### src/rtl/vga_pkg.sv
// Shared VGA 640x480@60 timing constants and capture FSM state encoding.
package vga_pkg;

  localparam int unsigned H_VISIBLE_DEF   = 640;
  localparam int unsigned H_FP_DEF        = 16;
  localparam int unsigned H_SYNC_DEF      = 96;
  localparam int unsigned H_BP_DEF        = 48;
  localparam int unsigned V_VISIBLE_DEF   = 480;
  localparam int unsigned V_FP_DEF        = 10;
  localparam int unsigned V_SYNC_DEF      = 2;
  localparam int unsigned V_BP_DEF        = 33;
  localparam int unsigned LOCK_FRAMES_DEF = 2;

  typedef enum logic [1:0] {
    StSearch  = 2'd0,
    StMeasure = 2'd1,
    StLocked  = 2'd2
  } state_e;

endpackage

### src/rtl/vga_crc16.sv
// One CRC-16-CCITT (poly 0x1021) step over a 12-bit word, MSB first.
module vga_crc16 (
  input  logic [15:0] crc_in,
  input  logic [11:0] data,
  output logic [15:0] crc_out
);

  always_comb begin
    crc_out = crc_in;
    for (int i = 11; i >= 0; i--) begin
      if (crc_out[15] ^ data[i]) begin
        crc_out = {crc_out[14:0], 1'b0} ^ 16'h1021;
      end else begin
        crc_out = {crc_out[14:0], 1'b0};
      end
    end
  end

endmodule

### src/rtl/vga_capture.sv
// VGA timing recovery and pixel capture with lock FSM and error counting.
// Define VGA_CAPTURE_CRC_EN to build the per-frame CRC-16 of captured pixels.
module vga_capture
  import vga_pkg::*;
#(
  parameter int unsigned H_VISIBLE   = H_VISIBLE_DEF,
  parameter int unsigned H_FP        = H_FP_DEF,
  parameter int unsigned H_SYNC      = H_SYNC_DEF,
  parameter int unsigned H_BP        = H_BP_DEF,
  parameter int unsigned V_VISIBLE   = V_VISIBLE_DEF,
  parameter int unsigned V_FP        = V_FP_DEF,
  parameter int unsigned V_SYNC      = V_SYNC_DEF,
  parameter int unsigned V_BP        = V_BP_DEF,
  parameter int unsigned LOCK_FRAMES = LOCK_FRAMES_DEF
) (
  input  logic        clk,
  input  logic        reset_n,
  input  logic        pixel_tick,
  input  logic        vga_hsync,
  input  logic        vga_vsync,
  input  logic [11:0] vga_rgb,
  output logic        pix_valid,
  output logic [9:0]  pix_x,
  output logic [9:0]  pix_y,
  output logic [11:0] pix_rgb,
  output logic        frame_done,
  output logic        locked,
  output logic        sync_err,
  output logic [7:0]  err_count,
  output logic [15:0] frame_crc
);

  localparam int unsigned H_TOTAL = H_VISIBLE + H_FP + H_SYNC + H_BP;
  localparam int unsigned V_TOTAL = V_VISIBLE + V_FP + V_SYNC + V_BP;
  localparam logic [10:0] H_LAST   = 11'(H_TOTAL - 1);
  localparam logic [10:0] V_LAST   = 11'(V_TOTAL - 1);
  localparam logic [10:0] H_TMO_M1 = 11'(2 * H_TOTAL - 1);
  localparam logic [10:0] H_START  = 11'(H_SYNC + H_BP);
  localparam logic [10:0] H_END    = 11'(H_SYNC + H_BP + H_VISIBLE - 1);
  localparam logic [10:0] V_START  = 11'(V_SYNC + V_BP);
  localparam logic [10:0] V_END    = 11'(V_SYNC + V_BP + V_VISIBLE - 1);
  localparam logic [9:0]  X_LAST   = 10'(H_VISIBLE - 1);
  localparam logic [9:0]  Y_LAST   = 10'(V_VISIBLE - 1);
  localparam logic [7:0]  GOOD_REQ = 8'(LOCK_FRAMES);

  state_e      state_q, state_d;
  logic [7:0]  good_q, good_d;
  logic        hs_prev_q, vs_prev_q;
  logic [10:0] h_cnt_q, h_cnt_d, v_cnt_q, v_cnt_d;
  logic        pix_valid_q, frame_done_q, sync_err_q;
  logic [9:0]  pix_x_q, pix_y_q;
  logic [11:0] pix_rgb_q;
  logic [7:0]  err_cnt_q;

  logic        hs_fall, vs_fall, line_err, frame_err, timeout, in_win, emit, err_pulse, last_pix;
  logic [9:0]  px, py;

  always_comb begin
    hs_fall = pixel_tick & hs_prev_q & ~vga_hsync;
    vs_fall = pixel_tick & vs_prev_q & ~vga_vsync;

    h_cnt_d = h_cnt_q;
    v_cnt_d = v_cnt_q;
    if (pixel_tick) begin
      if (hs_fall) h_cnt_d = '0;
      else if (h_cnt_q != 11'h7FF) h_cnt_d = h_cnt_q + 11'd1;
      if (vs_fall) v_cnt_d = '0;
      else if (hs_fall && v_cnt_q != 11'h7FF) v_cnt_d = v_cnt_q + 11'd1;
    end

    // Errors are judged on the count before this tick's update.
    line_err  = hs_fall && (h_cnt_q != H_LAST);
    frame_err = vs_fall && (v_cnt_q != V_LAST);
    timeout   = pixel_tick && !hs_fall && (h_cnt_q == H_TMO_M1);

    // Pixel position is that of the sample taken on this tick.
    in_win   = (h_cnt_d >= H_START) && (h_cnt_d <= H_END) &&
               (v_cnt_d >= V_START) && (v_cnt_d <= V_END);
    emit     = pixel_tick && (state_q == StLocked) && in_win &&
               !line_err && !frame_err && !timeout;
    px       = 10'(h_cnt_d - H_START);
    py       = 10'(v_cnt_d - V_START);
    last_pix = (px == X_LAST) && (py == Y_LAST);
  end

  always_comb begin
    state_d   = state_q;
    good_d    = good_q;
    err_pulse = 1'b0;
    case (state_q)
      StSearch: begin
        if (vs_fall) begin
          state_d = StMeasure;
          good_d  = '0;
        end
      end
      StMeasure, StLocked: begin
        if (timeout) begin
          err_pulse = 1'b1;
          state_d   = StSearch;
          good_d    = '0;
        end else if (line_err || frame_err) begin
          err_pulse = 1'b1;
          state_d   = StMeasure;
          good_d    = '0;
        end else if (vs_fall && state_q == StMeasure) begin
          good_d = good_q + 8'd1;
          if (good_d == GOOD_REQ) state_d = StLocked;
        end
      end
      default: begin
        state_d = StSearch;
        good_d  = '0;
      end
    endcase
  end

  always_ff @(posedge clk or negedge reset_n) begin
    if (!reset_n) begin
      state_q      <= StSearch;
      good_q       <= '0;
      hs_prev_q    <= 1'b1;
      vs_prev_q    <= 1'b1;
      h_cnt_q      <= '0;
      v_cnt_q      <= '0;
      pix_valid_q  <= 1'b0;
      frame_done_q <= 1'b0;
      sync_err_q   <= 1'b0;
      pix_x_q      <= '0;
      pix_y_q      <= '0;
      pix_rgb_q    <= '0;
      err_cnt_q    <= '0;
    end else begin
      if (pixel_tick) begin
        hs_prev_q <= vga_hsync;
        vs_prev_q <= vga_vsync;
      end
      state_q      <= state_d;
      good_q       <= good_d;
      h_cnt_q      <= h_cnt_d;
      v_cnt_q      <= v_cnt_d;
      pix_valid_q  <= emit;
      frame_done_q <= emit && last_pix;
      sync_err_q   <= err_pulse;
      if (err_pulse && err_cnt_q != 8'hFF) err_cnt_q <= err_cnt_q + 8'd1;
      if (emit) begin
        pix_x_q   <= px;
        pix_y_q   <= py;
        pix_rgb_q <= vga_rgb;
      end
    end
  end

  assign pix_valid  = pix_valid_q;
  assign frame_done = frame_done_q;
  assign sync_err   = sync_err_q;
  assign pix_x      = pix_x_q;
  assign pix_y      = pix_y_q;
  assign pix_rgb    = pix_rgb_q;
  assign err_count  = err_cnt_q;
  assign locked     = (state_q == StLocked);

`ifdef VGA_CAPTURE_CRC_EN
  logic [15:0] crc_q, crc_seed, crc_next, frame_crc_q;

  assign crc_seed = (px == 10'd0 && py == 10'd0) ? 16'hFFFF : crc_q;

  vga_crc16 u_crc (
    .crc_in  (crc_seed),
    .data    (vga_rgb),
    .crc_out (crc_next)
  );

  always_ff @(posedge clk or negedge reset_n) begin
    if (!reset_n) begin
      crc_q       <= '0;
      frame_crc_q <= '0;
    end else if (emit) begin
      crc_q <= crc_next;
      if (last_pix) frame_crc_q <= crc_next;
    end
  end

  assign frame_crc = frame_crc_q;
`else
  assign frame_crc = 16'h0000;
`endif

endmodule

### config.mk
export PLATFORM = sky130hd
export DESIGN_NAME = vga_capture
export DESIGN_NICKNAME = d
export VERILOG_FILES = /design/src/rtl/vga_pkg.sv /design/src/rtl/vga_crc16.sv /design/src/rtl/vga_capture.sv
export SDC_FILE = /design/constraint.sdc
export NUM_CORES = 1
export LEC_CHECK = 0
export CAP_MARGIN = 20
export CORE_ASPECT_RATIO = 0.7
export CORE_MARGIN = 3
export CORE_UTILIZATION = 53
export CTS_BUF_LIST = sky130_fd_sc_hd__clkbuf_8
export CTS_CLUSTER_DIAMETER = 40
export CTS_CLUSTER_SIZE = 16
export DETAILED_ROUTE_END_ITERATION = 8
export PLACE_DENSITY_LB_ADDON = 0.05
export SYNTH_ARGS = -nofsm -noshare
export SYNTH_HDL_FRONTEND = slang
export SYNTH_SLANG_ARGS = --single-unit
### constraint.sdc
create_clock -name clk -period 4.2 [get_ports clk]
set_input_delay 0.42 -clock clk [delete_from_list [all_inputs] [get_ports clk]]
set_output_delay 0.42 -clock clk [all_outputs]
set_load 0.01 [all_outputs]
# --- Word-level counts from Yosys, hierarchy flattened ---
# Cells that the tools add are included.
totals:
  word_cells: 89
  output_inout_bits: 60
  ff_bits: 77
classes:
  n_reduce_logical: 26
  magnitude_cmp: 4
  addsub: 6
  bitwise_logic: 6
  eq_ne: 14
  muxes: 20
op_table:
  columns: ["cell", "count"]
  rows:
  - ["$mux W11", 6]
  - ["$mux W8", 4]
  - ["$add A11 B1 Y11 const B", 2]
  - ["$le A11 B10 Y1 const B", 2]
  - ["$ne A11 B10 Y1 const B", 2]
  - ["$ne A11 B11 Y1 const B", 2]
  - ["$logic_and A1 B1 Y1", 17]
  - ["$add A8 B1 Y8 const B", 2]
  - ["$pmux W8 S2", 1]
  - ["$eq A11 B11 Y1 const B", 1]
  - ["$ge A11 B6 Y1 const B", 1]
  - ["$ge A11 B8 Y1 const B", 1]
  - ["$eq A10 B10 Y1 const B", 1]
  - ["$eq A10 B9 Y1 const B", 1]
  - ["$mux W2", 5]
  - ["$sub A10 B6 Y10 const B", 1]
  - ["$sub A10 B8 Y10 const B", 1]
  - ["$eq A8 B2 Y1 const B", 1]
  - ["$ne A4 B4 Y1 const B", 2]
  - ["$ne A8 B8 Y1 const B", 1]
  - ["$and A1 B1 Y1", 4]
  - ["$logic_not A1 Y1", 4]
  - ["$pmux W2 S2", 1]
  - ["$mux W1", 3]
  - ["other kinds (9)", 10]

# --- Logic depth before layout (Yosys ltp) ---
logic_depth:
  ltp_word: 14
  depth_mapped: 16
  depth_no_buf: 15

# --- Worst setup path after synthesis ---
# No wires, ideal clock.
synth_path:
  kind: "reg2reg"
  startpoint: "reg h_cnt_q[1]"
  endpoint: "reg pix_rgb_q[10], in the netlist pix_rgb[10]"
  setup_time_ns: 0.128
  stages_incl_launch_ff: 15
  slack_ns: 0.881
  arrival_time_ns: 3.191
  required_time_ns: 4.072
  cell_sequence: "dfrtp_1 > ha_1 > and2_4 > buf_6 > and4_4 > buf_6 > o311a_4 > nor3_4 > ha_1 > nand4_1 > nor2_1 > o2111ai_2 > a32oi_4 > buf_4 > mux2_1"
synth_between:
  elab_chain_len: 12
  word_cells_on_any_way: 20
  classes_between: "add/sub: 1; order compare: 2; eq/ne: 3; mux: 3; reduce/logical: 11"
synth_rtl:
  columns: ["element", "line_no", "source"]
  rows:
  - ["start: declaration", "vga_capture.sv:49", "logic [10:0] h_cnt_q, h_cnt_d, v_cnt_q, v_cnt_d;"]
  - ["start signal: assignment", "vga_capture.sv:140", "h_cnt_q <= h_cnt_d;"]
  - ["$add A11 B1 Y11 or $ne A11 B11 Y1 (tied branches)", "vga_capture.sv:66", "else if (h_cnt_q != 11'h7FF) h_cnt_d = h_cnt_q + 11'd1;"]
  - ["$mux W11", "vga_capture.sv:66", null]
  - ["$mux W11", "vga_capture.sv:65", "if (hs_fall) h_cnt_d = '0;"]
  - ["$mux W11", "vga_capture.sv:64", "if (pixel_tick) begin"]
  - ["$ge A11 B8 Y1 or $le A11 B10 Y1 (tied branches)", "vga_capture.sv:77", "in_win = (h_cnt_d >= H_START) && (h_cnt_d <= H_END) &&"]
  - ["$logic_and A1 B1 Y1 (2 in a row)", "vga_capture.sv:77", null]
  - ["$logic_and A1 B1 Y1", "vga_capture.sv:78", "(v_cnt_d >= V_START) && (v_cnt_d <= V_END);"]
  - ["$logic_and A1 B1 Y1 (2 in a row)", "vga_capture.sv:79", "emit = pixel_tick && (state_q == StLocked) && in_win &&"]
  - ["$logic_and A1 B1 Y1", "vga_capture.sv:80", "!line_err && !frame_err && !timeout;"]
  - ["$logic_and A1 B1 Y1 (*)", "vga_capture.sv:80", null]
  - ["end signal: assignment", "vga_capture.sv:149", "pix_rgb_q <= vga_rgb;"]
  - ["end: declaration", "vga_capture.sv:52", "logic [11:0] pix_rgb_q;"]
# Every way passes the cells marked *; elsewhere a longest branch is shown, timed or not.
# A chain may end at the register's enable or synchronous reset.

# --- Final worst setup path ---
layout_path:
  startpoint: "reg v_cnt_q[0]"
  endpoint: "reg pix_y_q[8], in the netlist pix_y[8]"
layout_between:
  elab_chain_len: 12
  word_cells_on_any_way: 18
  classes_between: "add/sub: 2; order compare: 2; eq/ne: 2; mux: 3; reduce/logical: 9"
layout_rtl:
  columns: ["element", "line_no", "source"]
  rows:
  - ["start: declaration", "vga_capture.sv:49", null]
  - ["start signal: assignment", "vga_capture.sv:141", "v_cnt_q <= v_cnt_d;"]
  - ["parallel branches: the longest is 2 deep, another holds $add A11 B1 Y11", null, null]
  - ["$mux W11 (*)", "vga_capture.sv:68", "else if (hs_fall && v_cnt_q != 11'h7FF) v_cnt_d = v_cnt_q + 11'd1;"]
  - ["$mux W11 (*)", "vga_capture.sv:67", "if (vs_fall) v_cnt_d = '0;"]
  - ["$mux W11 (*)", "vga_capture.sv:64", null]
  - ["via v_cnt_d[1]", "vga_capture.sv:49", null]
  - ["$ge A11 B6 Y1", "vga_capture.sv:78", null]
  - ["$logic_and A1 B1 Y1", "vga_capture.sv:77", null]
  - ["$logic_and A1 B1 Y1", "vga_capture.sv:78", null]
  - ["$logic_and A1 B1 Y1 (2 in a row)", "vga_capture.sv:79", null]
  - ["$logic_and A1 B1 Y1 (2 in a row)", "vga_capture.sv:80", null]
  - ["end signal: assignment", "vga_capture.sv:148", "pix_y_q <= py;"]
  - ["end: declaration", "vga_capture.sv:51", "logic [9:0] pix_x_q, pix_y_q;"]
# Mark *: on every way through the listed nets, which the timed path passes.

==> summary.md <==
| Metric | Value |
|---|---|
| FFs w/ async S/R, synth | between 90% and 100% |
| DR vias | approximately 3800 |
| Area delta synth->final | 18.3% |
| Reg2Reg Setup Slack | about 0.52 ns |
| Outcome | complete, no violations |
| FMAX | roughly 0.27 GHz |
| Post-route antenna net violation count | 0 |
| Worst Path Max Fanout | 7 |
| Fin Setup TNS | 0 ns |
| Drt via density | 5.84 |
| Final Cycle Share | roughly 88% |
| Final Hold Vio Count | 0 |
| Global-route wire length before repair | between 15 and 20 mm |
| Placer Congestion | around 0.86 |
| Antenna violations before repair | 1 |
| Final Util | about two thirds |
| Leak | 2.46 nW |
| Startpoint types | flop |
| Critical Path AT | 3.93 ns |
| Max clock buf depth | 2 |
| Sink Count | 77 |
| Ports | a little under 80 |
| CTS H-tree depth | 3 |
| CP Capture Type | flop |
| Final layout net count | between 500 and 600 |
| Clk slew on worst S/H paths | 0.08 ns |
| WP data required | 4.45 ns |
| Detailed Place HPWL | about 8.5 mm |
| WL met1 | ~5.3 mm |
| Fill cells | roughly 760 |
| Total track usage | 24.1% |
| Crit path largest cell delay | ~0.42 ns |
| Psw | 773 µW |
| Met3 WL | about 790 µm |
| Per-cell routed wire length | between 15 and 20 µm |
| Syn Area/Cell | between 9 and 10 µm² |
| CTS tree | yes |
| Synth warnings | 0 |
| Setup CP Type | flop to flop |
| Final instance area | 5580 µm² |
| # rows | 28 |
| Slowest cell on the critical path | dfrtp_1 |
| Max Cap Viol | 0 |
| Pwr per Cell Area | around 400 nW/µm² |
| Number of synthesized register bits | 77 |
| Metal2 WL | ~5.2 mm |
| Worst-path cell chain | ha_1 > nand3_1 > nor3_1 > o21ai_0 > a21oi_1 > ha_1 > nand2_1 > a22o_1 > and3_1 > a21oi_1 > and2b_1 > or2_2 > mux2_1 |
| Tmin final | 3.68 ns |
| Largest net degree at the start of global routing | approximately 80 |
| Die Width | 119 µm |
| DRC Markers | 0 |
| Clk Latency, worst-skew pair | 0.36 ns |
| Layout cells sized above 1 | between 10% and 20% |
| Highest routed layer | met4 |
| Mapped Area | ~4700 µm² |
| Initial Util | approximately 55% |
| Worst hold path type | primary input to async pin |
| Total internal power | between 1 and 1.5 mW |
| Post-CTS setup buffer count | 0 |
| Combinational fraction of design power | between 30% and 40% |
| DR iter-0 viols | around 320 |
| Total length of routed wires | between 10 and 15 mm |
| Sw Share | between 30% and 40% |
| Core area | approximately 8500 µm² |
| Post-synth EDFFs | 0 |
| Synthesized netlist cell count | between 400 and 500 |
| Fin. max-slew vios | 0 |
| Buf+Inv Stages, Crit Path | 0 |
| Vias in the first global route | ~3800 |
| Hold-fix buffers, CTS | 0 |
| Flop pwr share | 41.3% |
| Rel. slew slack | between 30% and 40% |
| DIE AREA | 10100 µm² |
| Actual slew at the worst max-slew pin | between 0.9 and 1 ns |
| Crit-path leading delay family | simple AND/OR/NAND/NOR gates |
| Area after DPL | between 5000 and 6000 µm² |
| GRT overflow | 0 |
| CTS Buf Count | 9 |
| Clock group share of total power | 28.4% |
| VDD IR max | roughly 0.36 mV |
| Post_cts resized | 0 |
| RSZ-0062 raised after global routing | no |
| Final setup fails | 0 |
| Port Buffers | 60 |
| Pre-antenna DRT Iters | 4 |
| Netlist cell types | roughly 80 |
| Diode count | 0 |
| Die height | roughly 85 µm |
| Sequential area share after synthesis | around two fifths |
| Post-Route Skew | around 0.0042 ns |
| Root Buffer | clkbuf_8 |
| Top_reg_cell synth | dfrtp_1 |
[cell families (layout without fill, tap and decap cells)]
kind of cell | Yosys count | in the layout | synth area share, %
and+or+nand+nor | 176 | 176 | 21.4
AOI/OAI and AO/OA | 80 | 80 | 12.9
DFF | 77 | 77 | 40.9
buffers and inverters | 63 | 113 | 7.56
muxes | 37 | 37 | 8.70
xor gates and xnor gates | 24 | 24 | 4.46
adders and majority gates | 15 | 15 | 3.98
other | 1 | 16 | 0.0795
[state kept, by name (all words and copies together) (netlist names), 2 cells and up]
register and cells:
h_cnt_q 11, err_count 8, v_cnt_q 11, state_q 2, good_q 8, pix_y 10
pix_x 10, pix_rgb 12
[routing by layer]
metal / up-vias / global-route usage, %
met1: 1878 / 34.6
met2: 142 / 36.9
met4: 0 / 6.83
li1: 1799 / -
met3: 23 / 5.66
met5: - / 0
[final cells by class]
cell class,count,area (µm²),share of cell area [%]
multi-input combinational,348,2490,44.6
sequential,77,1930,34.6
timing repair buffer,70,686,12.3
tap,120,150,2.69
clock buffer,10,138,2.47
inverter,27,101,1.82
clock inverter,6,87.6,1.57
[worst paths after layout]
check                           startpoint          to  depth (start not counted)
max in group asynchronous          reset_n  state_q[0]                          1
worst max register to register  v_cnt_q[0]    pix_y[8]                         13
min in group clk                pix_rgb[4]  pix_rgb[4]                          1
worst min-delay path               reset_n    pix_x[7]                          1
worst max-delay path            v_cnt_q[0]    pix_y[8]                         13
worst min register to register  pix_rgb[4]  pix_rgb[4]                          1
[per-stage QoR]
stage               instances  hold WS (ns)  setup WS (ns)  power, mW
CTS                       658         0.257          0.556       2.24
floorplan                 488         0.124          0.881       1.37
global route              658         0.299          0.283       2.38
global placement          642         0.467          0.344       1.58
detailed placement        642         0.478          0.215       1.60
finish                    658         0.182          0.516       2.23
[cells in the mapped netlist (all sizes together) (3+ instances only)]
library cell,number,area [µm²]
o2111ai,4,41.3
nor2b,3,18.8
inv,27,101
clkbuf,7,26.3
dfrtp,75,1880
a31oi,5,37.5
o31ai,7,52.6
mux2i,5,50.1
ha,15,188
o41ai,3,26.3
nand2,35,131
nand3b,4,33.8
buf,29,229
nor3,12,81.3
xnor2,18,158
or2,5,31.3
nor4,6,37.5
nand3,28,158
and3,13,83.8
o31a,3,26.3
xor2,6,52.6
or4,4,33.8
and2,5,35.0
and4,4,37.5
a21oi,11,58.8
nor2,24,90.1
a21o,3,23.8
nand2b,7,43.8
o21ai,20,104
nand4,16,106
mux2,32,360
[cells in the final DEF, fill, tap and decap left out, types with 4 or more instances in the layout]
master           instances
a31oi_1                  4
nand2b_1                 7
dfrtp_1                 75
xnor2_1                 18
nor3_1                   9
nand4_1                 15
nor2_1                  24
mux2i_1                  5
conb_1                  16
mux2_2                   7
nand3_1                 26
o31ai_1                  7
inv_1                   28
mux2_1                  25
buf_4                   10
ha_1                    15
and3_1                  11
clkdlybuf4s50_1         59
clkbuf_8                10
nand2_1                 35
xor2_1                   6
nor4_1                   6
o21ai_0                 18
a21oi_1                 10
[power groups by stage]
stage               Clock [mW]  Sequential, mW  Combinational, mW
global route             0.683           0.934              0.765
floorplan                    0           0.910              0.457
finish                   0.633           0.919              0.676
global placement             0           0.928              0.652
detailed placement           0           0.930              0.671
CTS                      0.648           0.916              0.675
Power figures use the tool's default switching activity.
